### config.mk
export PLATFORM = sky130hd
export DESIGN_NAME = fetch_unit
export DESIGN_NICKNAME = d
export VERILOG_FILES = /design/src/rtl/fetch_pkg.sv /design/src/rtl/fetch_fifo.sv /design/src/rtl/fetch_unit.sv
export SDC_FILE = /design/constraint.sdc
export NUM_CORES = 1
export LEC_CHECK = 0
export BUFFER_PORTS_ARGS = -buffer_cell sky130_fd_sc_hd__buf_2
export CAP_MARGIN = 20
export CORE_ASPECT_RATIO = 0.9
export CORE_MARGIN = 2
export CORE_UTILIZATION = 38
export CTS_BUF_LIST = sky130_fd_sc_hd__clkbuf_4
export CTS_CLUSTER_DIAMETER = 150
export DETAILED_ROUTE_END_ITERATION = 10
export MAX_ROUTING_LAYER = met4
export PLACE_DENSITY_LB_ADDON = 0.2
export SLEW_MARGIN = 10
export SYNTH_ARGS = -nofsm -noshare
export SYNTH_HDL_FRONTEND = slang
export SYNTH_HIERARCHICAL = 1
export SYNTH_SLANG_ARGS = --single-unit
### constraint.sdc
create_clock -name clk -period 2.4 [get_ports clk]
set_clock_uncertainty 0.2 [all_clocks]
set_input_delay 0.36 -clock clk [delete_from_list [all_inputs] [get_ports clk]]
set_output_delay 0.36 -clock clk [all_outputs]
set_load 0.01 [all_outputs]
### src/rtl/fetch_pkg.sv
// Shared fetch-stage types and constants.
// The redirect-pulse contract (pc_j_valid + next_pc) is also used by control_unit.
package fetch_pkg;
    localparam int              XLEN             = 32;
    localparam int              INSTR_BYTES      = 4;
    localparam logic [XLEN-1:0] RESET_PC_DEFAULT = 32'h0000_0000;

    typedef enum logic {
        S_IDLE = 1'b0,
        S_WAIT = 1'b1
    } fetch_state_e;

    typedef struct packed {
        logic [XLEN-1:0] pc;
        logic [XLEN-1:0] instr;
    } fetch_entry_t;
endpackage

### src/rtl/fetch_fifo.sv
// Registered {pc,instr} prefetch FIFO. Flush wins over a same-cycle push or pop.
module fetch_fifo
    import fetch_pkg::*;
#(
    parameter  int DEPTH = 2,
    localparam int AW    = $clog2(DEPTH)
) (
    input  logic         clk,
    input  logic         rst_n,
    input  logic         push,
    input  logic         pop,
    input  logic         flush,
    input  fetch_entry_t din,
    output fetch_entry_t dout,
    output logic         full,
    output logic         empty,
    output logic [AW:0]  count
);
    fetch_entry_t mem_q [DEPTH];
    fetch_entry_t mem_d [DEPTH];
    logic [AW-1:0] wr_ptr_q, wr_ptr_d, rd_ptr_q, rd_ptr_d;
    logic [AW:0]   count_q, count_d;
    logic          do_push, do_pop;

    assign empty = (count_q == '0);
    assign full  = (count_q == (AW+1)'(DEPTH));
    assign count = count_q;
    assign dout  = mem_q[rd_ptr_q];

    always_comb begin
        mem_d    = mem_q;
        wr_ptr_d = wr_ptr_q;
        rd_ptr_d = rd_ptr_q;
        count_d  = count_q;
        do_pop   = pop && !empty;
        do_push  = push && (!full || do_pop);
        if (flush) begin
            wr_ptr_d = '0;
            rd_ptr_d = '0;
            count_d  = '0;
        end else begin
            if (do_push) begin
                mem_d[wr_ptr_q] = din;
                wr_ptr_d        = wr_ptr_q + AW'(1);
            end
            if (do_pop) rd_ptr_d = rd_ptr_q + AW'(1);
            count_d = count_q + (AW+1)'(do_push) - (AW+1)'(do_pop);
        end
    end

    always_ff @(posedge clk or negedge rst_n) begin
        if (!rst_n) begin
            for (int i = 0; i < DEPTH; i++) mem_q[i] <= '0;
            wr_ptr_q <= '0;
            rd_ptr_q <= '0;
            count_q  <= '0;
        end else begin
            mem_q    <= mem_d;
            wr_ptr_q <= wr_ptr_d;
            rd_ptr_q <= rd_ptr_d;
            count_q  <= count_d;
        end
    end
endmodule

### src/rtl/fetch_unit.sv
// Instruction-fetch stage: owns the PC, issues one word fetch at a time and
// buffers returned words; redirects flush buffered and in-flight instructions.
module fetch_unit
    import fetch_pkg::*;
#(
    parameter logic [XLEN-1:0] RESET_PC   = RESET_PC_DEFAULT,
    parameter int              FIFO_DEPTH = 2
) (
    input  logic            clk,
    input  logic            rst_n,
    output logic            imem_req,
    output logic [XLEN-1:0] imem_addr,
    input  logic            imem_ready,
    input  logic            imem_rvalid,
    input  logic [XLEN-1:0] imem_rdata,
    output logic            instr_valid,
    output logic [XLEN-1:0] instr,
    output logic [XLEN-1:0] instr_pc,
    input  logic            decode_ready,
    input  logic            pc_j_valid,
    input  logic [XLEN-1:0] next_pc
);
    localparam int CW = $clog2(FIFO_DEPTH) + 1;

    fetch_state_e    state_q, state_d;
    logic            epoch_q, epoch_d, req_epoch_q, req_epoch_d;
    logic [XLEN-1:0] fetch_pc_q, fetch_pc_d, issue_pc_q, issue_pc_d;

    logic            fifo_full, fifo_empty, fifo_push, fifo_pop;
    logic [CW-1:0]   fifo_count;
    fetch_entry_t    fifo_din, fifo_dout;
    logic            handshake, rsp;

    // Issue only when idle; the occupancy check then covers occupancy+outstanding.
    assign imem_req    = rst_n && !pc_j_valid && (state_q == S_IDLE)
                         && (fifo_count < CW'(FIFO_DEPTH));
    assign imem_addr   = fetch_pc_q;
    assign handshake   = imem_req && imem_ready;
    assign rsp         = (state_q == S_WAIT) && imem_rvalid;
    assign fifo_push   = rsp && (req_epoch_q == epoch_q) && !pc_j_valid
                         && (!fifo_full || fifo_pop);
    assign fifo_pop    = instr_valid && decode_ready;
    assign fifo_din    = '{pc: issue_pc_q, instr: imem_rdata};
    assign instr_valid = !fifo_empty;
    assign instr       = fifo_dout.instr;
    assign instr_pc    = fifo_dout.pc;

    always_comb begin
        state_d     = state_q;
        epoch_d     = epoch_q;
        req_epoch_d = req_epoch_q;
        fetch_pc_d  = fetch_pc_q;
        issue_pc_d  = issue_pc_q;
        case (state_q)
            S_IDLE: if (handshake) begin
                state_d     = S_WAIT;
                req_epoch_d = epoch_q;
                issue_pc_d  = fetch_pc_q;
                fetch_pc_d  = fetch_pc_q + XLEN'(INSTR_BYTES);
            end
            S_WAIT: if (imem_rvalid) state_d = S_IDLE;
            default: state_d = S_IDLE;
        endcase
        if (pc_j_valid) begin
            fetch_pc_d = {next_pc[XLEN-1:2], 2'b00};
            // Derive from the issue epoch so several redirects in one wait still mark it stale.
            if (state_q == S_WAIT) epoch_d = ~req_epoch_q;
        end
    end

    always_ff @(posedge clk or negedge rst_n) begin
        if (!rst_n) begin
            state_q     <= S_IDLE;
            epoch_q     <= 1'b0;
            req_epoch_q <= 1'b0;
            fetch_pc_q  <= RESET_PC;
            issue_pc_q  <= RESET_PC;
        end else begin
            state_q     <= state_d;
            epoch_q     <= epoch_d;
            req_epoch_q <= req_epoch_d;
            fetch_pc_q  <= fetch_pc_d;
            issue_pc_q  <= issue_pc_d;
        end
    end

    fetch_fifo #(.DEPTH(FIFO_DEPTH)) u_fifo (
        .clk   (clk),
        .rst_n (rst_n),
        .push  (fifo_push),
        .pop   (fifo_pop),
        .flush (pc_j_valid),
        .din   (fifo_din),
        .dout  (fifo_dout),
        .full  (fifo_full),
        .empty (fifo_empty),
        .count (fifo_count)
    );
endmodule

==> metrics.md <==
| Metric | Value |
|---|---|
| Status | finished, violations left |
| Failing checks | negative setup slack |
| Height of the die | 150.5 um |
| Most frequent cells in the layout | dfrtp_1 (194), mux2_4 (128), nand2_1 (105), buf_2 (97), buf_6 (73) |
| Headroom to the max-slew limit | 45.75% |
| Synthesized flop and latch total | 195 |
| Setup WS post-layout | -0.05724 ns |
| Ratio of cells with drive above 1 in the final layout | 47.86% |
| Die area | 25,090 um2 |
| Initial Util | 38.70% |
| Switching Power | 2.906 mW |
| Worst R2R End | u_fifo/mem_q[1] |
| Max cap viols | 0 |
| Sw Share | 30.74% |
| Number of flops mapped to enable cells by yosys | 0 |
| Worst hold path startpoint | pc_j_valid |
| Final Hold Fails | 0 |
| Sequential share of the synthesized area | 53.87% |
| Max Freq | 0.4070 GHz |
| Power density over cell area | 744.3 nW/um2 |
| Vias/cell | 5.006 |
| Crit path arrival time | 2.72 ns |
| I/O pin count | 168 |
| Gr usage total | 19.24% |
| Detail Route Antenna Nets | 0 |
| Fin nets | 1,063 |
| Worst slack at placement | -0.06932 ns |
| Worst-Skew Late Latency | 0.59 ns |
| Total CTS buffers | 17 |
| Rows | 53 |
| Pint | 6.548 mW |
| RSZ-0062 raised after global routing | true |
| Design Power | 9.454 mW |
| Placed Cells | 1,183 |
| First-pass GRT wire length | 36.41 mm |
| Finished Layout Cells | 1,306 |
| GPL Wtd Cong | 0.8696 |
| Post-DP HPWL | 14.73 mm |
| Detailed Routing Iterations Pass 1 | 4 |
| CP startpoint kind | flop |
| Most common cell after layout, fill and taps aside | dfrtp_1 |
| CP Class | flop to flop |
| CTS root buffer | clkbuf_4 |
| Initial antenna violation count | 2 |
| Yosys synthesis warning count | 6 |
| Vias in the first global route | 6,421 |
| Clock sink count | 195 |
| Synthesized area per cell | 12.78 um2 |
| CTS tree | done |
| Clock Power Share | 20.1% |
| R2r startpoint | u_fifo/count[1] |
| Slew Limit Fails | 0 |
| Post-layout minimum cycle time | 2.457 ns |
| Cells after Synth | 709 |
| Worst Max-Slew Pin Slew | 0.8138 ns |
| Pin count of the biggest net entering global routing | 138 |
| Crit. End Element | flop |
| Top fanout value on the critical path | 7 |
| Die width | 166.8 um |
| Tightest Hold Check Type | input port to flop |
| Deepest clock path buffer count | 2 |
| Top FF cell, synth | dfrtp_1 |
| H-tree levels | 4 |
| Asr flop ratio synth | 100.0% |
| Grt total ovfl | 0 |
| Final wirelength | 25.26 mm |
| Number of buffers added on ports | 163 |
| Synthesis-to-finish area growth | 40.22% |
| Hold endpoint | imem_addr[17] |
| Setup TNS | -1.692 ns |
| DR vias | 6,538 |
| Drt drc | 0 |
| Hold WS | 0.2006 ns |
| # setup viols final | 59 |
| R2r setup slk | -0.06 ns |
| Cell variety after synth | 54 |
| Sequential power share | 46.1% |
| Pleak | 6.206 nW |
| Combinational power share | 33.8% |
| Worst-path clk slew | 0.20 ns |
| R2r worst-path depth | 9 |
| Routed len/inst | 19.34 um |
| Worst Path Required | 2.66 ns |
| Worst hold stages | 5 |
| Post-Syn Area | 9059 um2 |
| Placeable Area | 23,410 um2 |
| DRT iter0 DRCs | 287 |
| Crit share post-route | 102.4% |
| Peak supply drop | 0.0004386 V |
[metal layers]
metal	vias up	GRT usage (%)	part of all wire [%]
li1	3057	-	-
met1	3298	26.72	47
met2	153	29.42	48
met3	30	3.391	3.6
met4	0	4.957	2.4
met5	-	-	0
[cells in the mapped netlist, types with 3 or more instances]
cell	number	area share (%)
a21o_1	4	0.33
o22ai_1	4	0.28
nand2_1	107	4.4
nand3_1	17	0.94
nor2b_1	4	0.28
a21oi_1	4	0.22
a221o_1	4	0.44
nor4_1	3	0.21
mux2_2	128	16
buf_4	7	0.58
ha_1	3	0.41
dfrtp_1	195	54
nand4_1	16	1.1
inv_1	12	0.50
xnor2_1	6	0.58
and3_1	4	0.28
nor2_1	21	0.87
mux2_1	4	0.50
xor2_1	8	0.77
mux2_4	60	9.9
buf_2	3	0.17
o21ai_0	15	0.83
mux2i_1	9	0.99
o21ai_1	4	0.22
clkbuf_1	18	0.75
or3_1	6	0.41
buf_6	10	1.2
[sequential cells by signal, summed over array words and instances, names as in the netlist]
register,cells
req_epoch_q,1
state_q,1
u_fifo/wr_ptr_q,1
u_fifo/count,2
u_fifo/rd_ptr_q,1
epoch_q,1
u_fifo/mem_q,128
issue_pc_q,30
imem_addr,30
[metrics by stage]
| step | instance area (um2) | util [%] |
|---|---|---|
| 2_1_floorplan | 9099 | - |
| 3_3_place_gp | 10470 | 44.71 |
| 3_5_place_dp | 10470 | 44.71 |
| 4_1_cts | 11550 | 49.35 |
| 5_1_grt | 12700 | 54.26 |
| 6_report | 12700 | 54.26 |
[worst max-delay path by stage]
stage,from,endpoint,slack (ns),cells past startpoint
after floorplan,pc_j_valid,imem_addr[17],-0.03,8
after global routing,state_q,imem_req,-0.1,4
after CTS,u_fifo/rd_ptr_q,instr_pc[8],-0.08,4
after detailed placement,pc_j_valid,imem_addr[19],-0.07,6
final,u_fifo/count[1],u_fifo/mem_q[1],-0.06,9
after global placement,pc_j_valid,imem_addr[17],-0.04,6
[final cells by class]
cell class                      instances  area [um2]
Tap cell                              302       377.9
Antenna cell                            1       2.502
Clock inverter                         15       183.9
Clock buffer                           17       127.6
Timing Repair Buffer                  296        2803
Multi-Input combinational cell        467        4273
Sequential cell                       195        4881
Fill cell                            1991       10710
Inverter                               13       53.80
[worst max-delay path: stages (launching register included)]
cell and delay [ns]:
dfrtp_1 0.44, buf_6 0.13, nor2b_4 0.11, nor2b_4 0.11
nor4_2 0.27, buf_4 0.16, and4b_4 0.30, buf_12 0.16
buf_12 0.15, mux2_4 0.30
[cell families after synthesis]
logic type      synth area share (%)
buf+inv                        3.315
flops                          53.87
fa+ha+maj                     0.4144
compound gates                 3.729
other cells                  0.04140
xor+xnor                       1.354
mux                            27.35
simple gates                   9.931
[what timing repair did]
item	4_1_cts	5_1_grt
gates cloned	2	13
resized for setup	11	175
endpoints found under the hold margin	291	0
hold buffers	65	0
setup buffers	4	7
pin swaps	2	8
endpoints found under the setup margin	61	138
[power groups by stage]
stage	Sequential (mW)	Clock, mW	Combinational [mW]
2_1_floorplan	4.31	0	1.38
3_3_place_gp	4.38	0	2.23
3_5_place_dp	4.40	0	2.26
4_1_cts	4.33	1.98	2.36
5_1_grt	4.45	2.10	3.42
6_report	4.36	1.90	3.20
(Power assumes the default switching activity.)
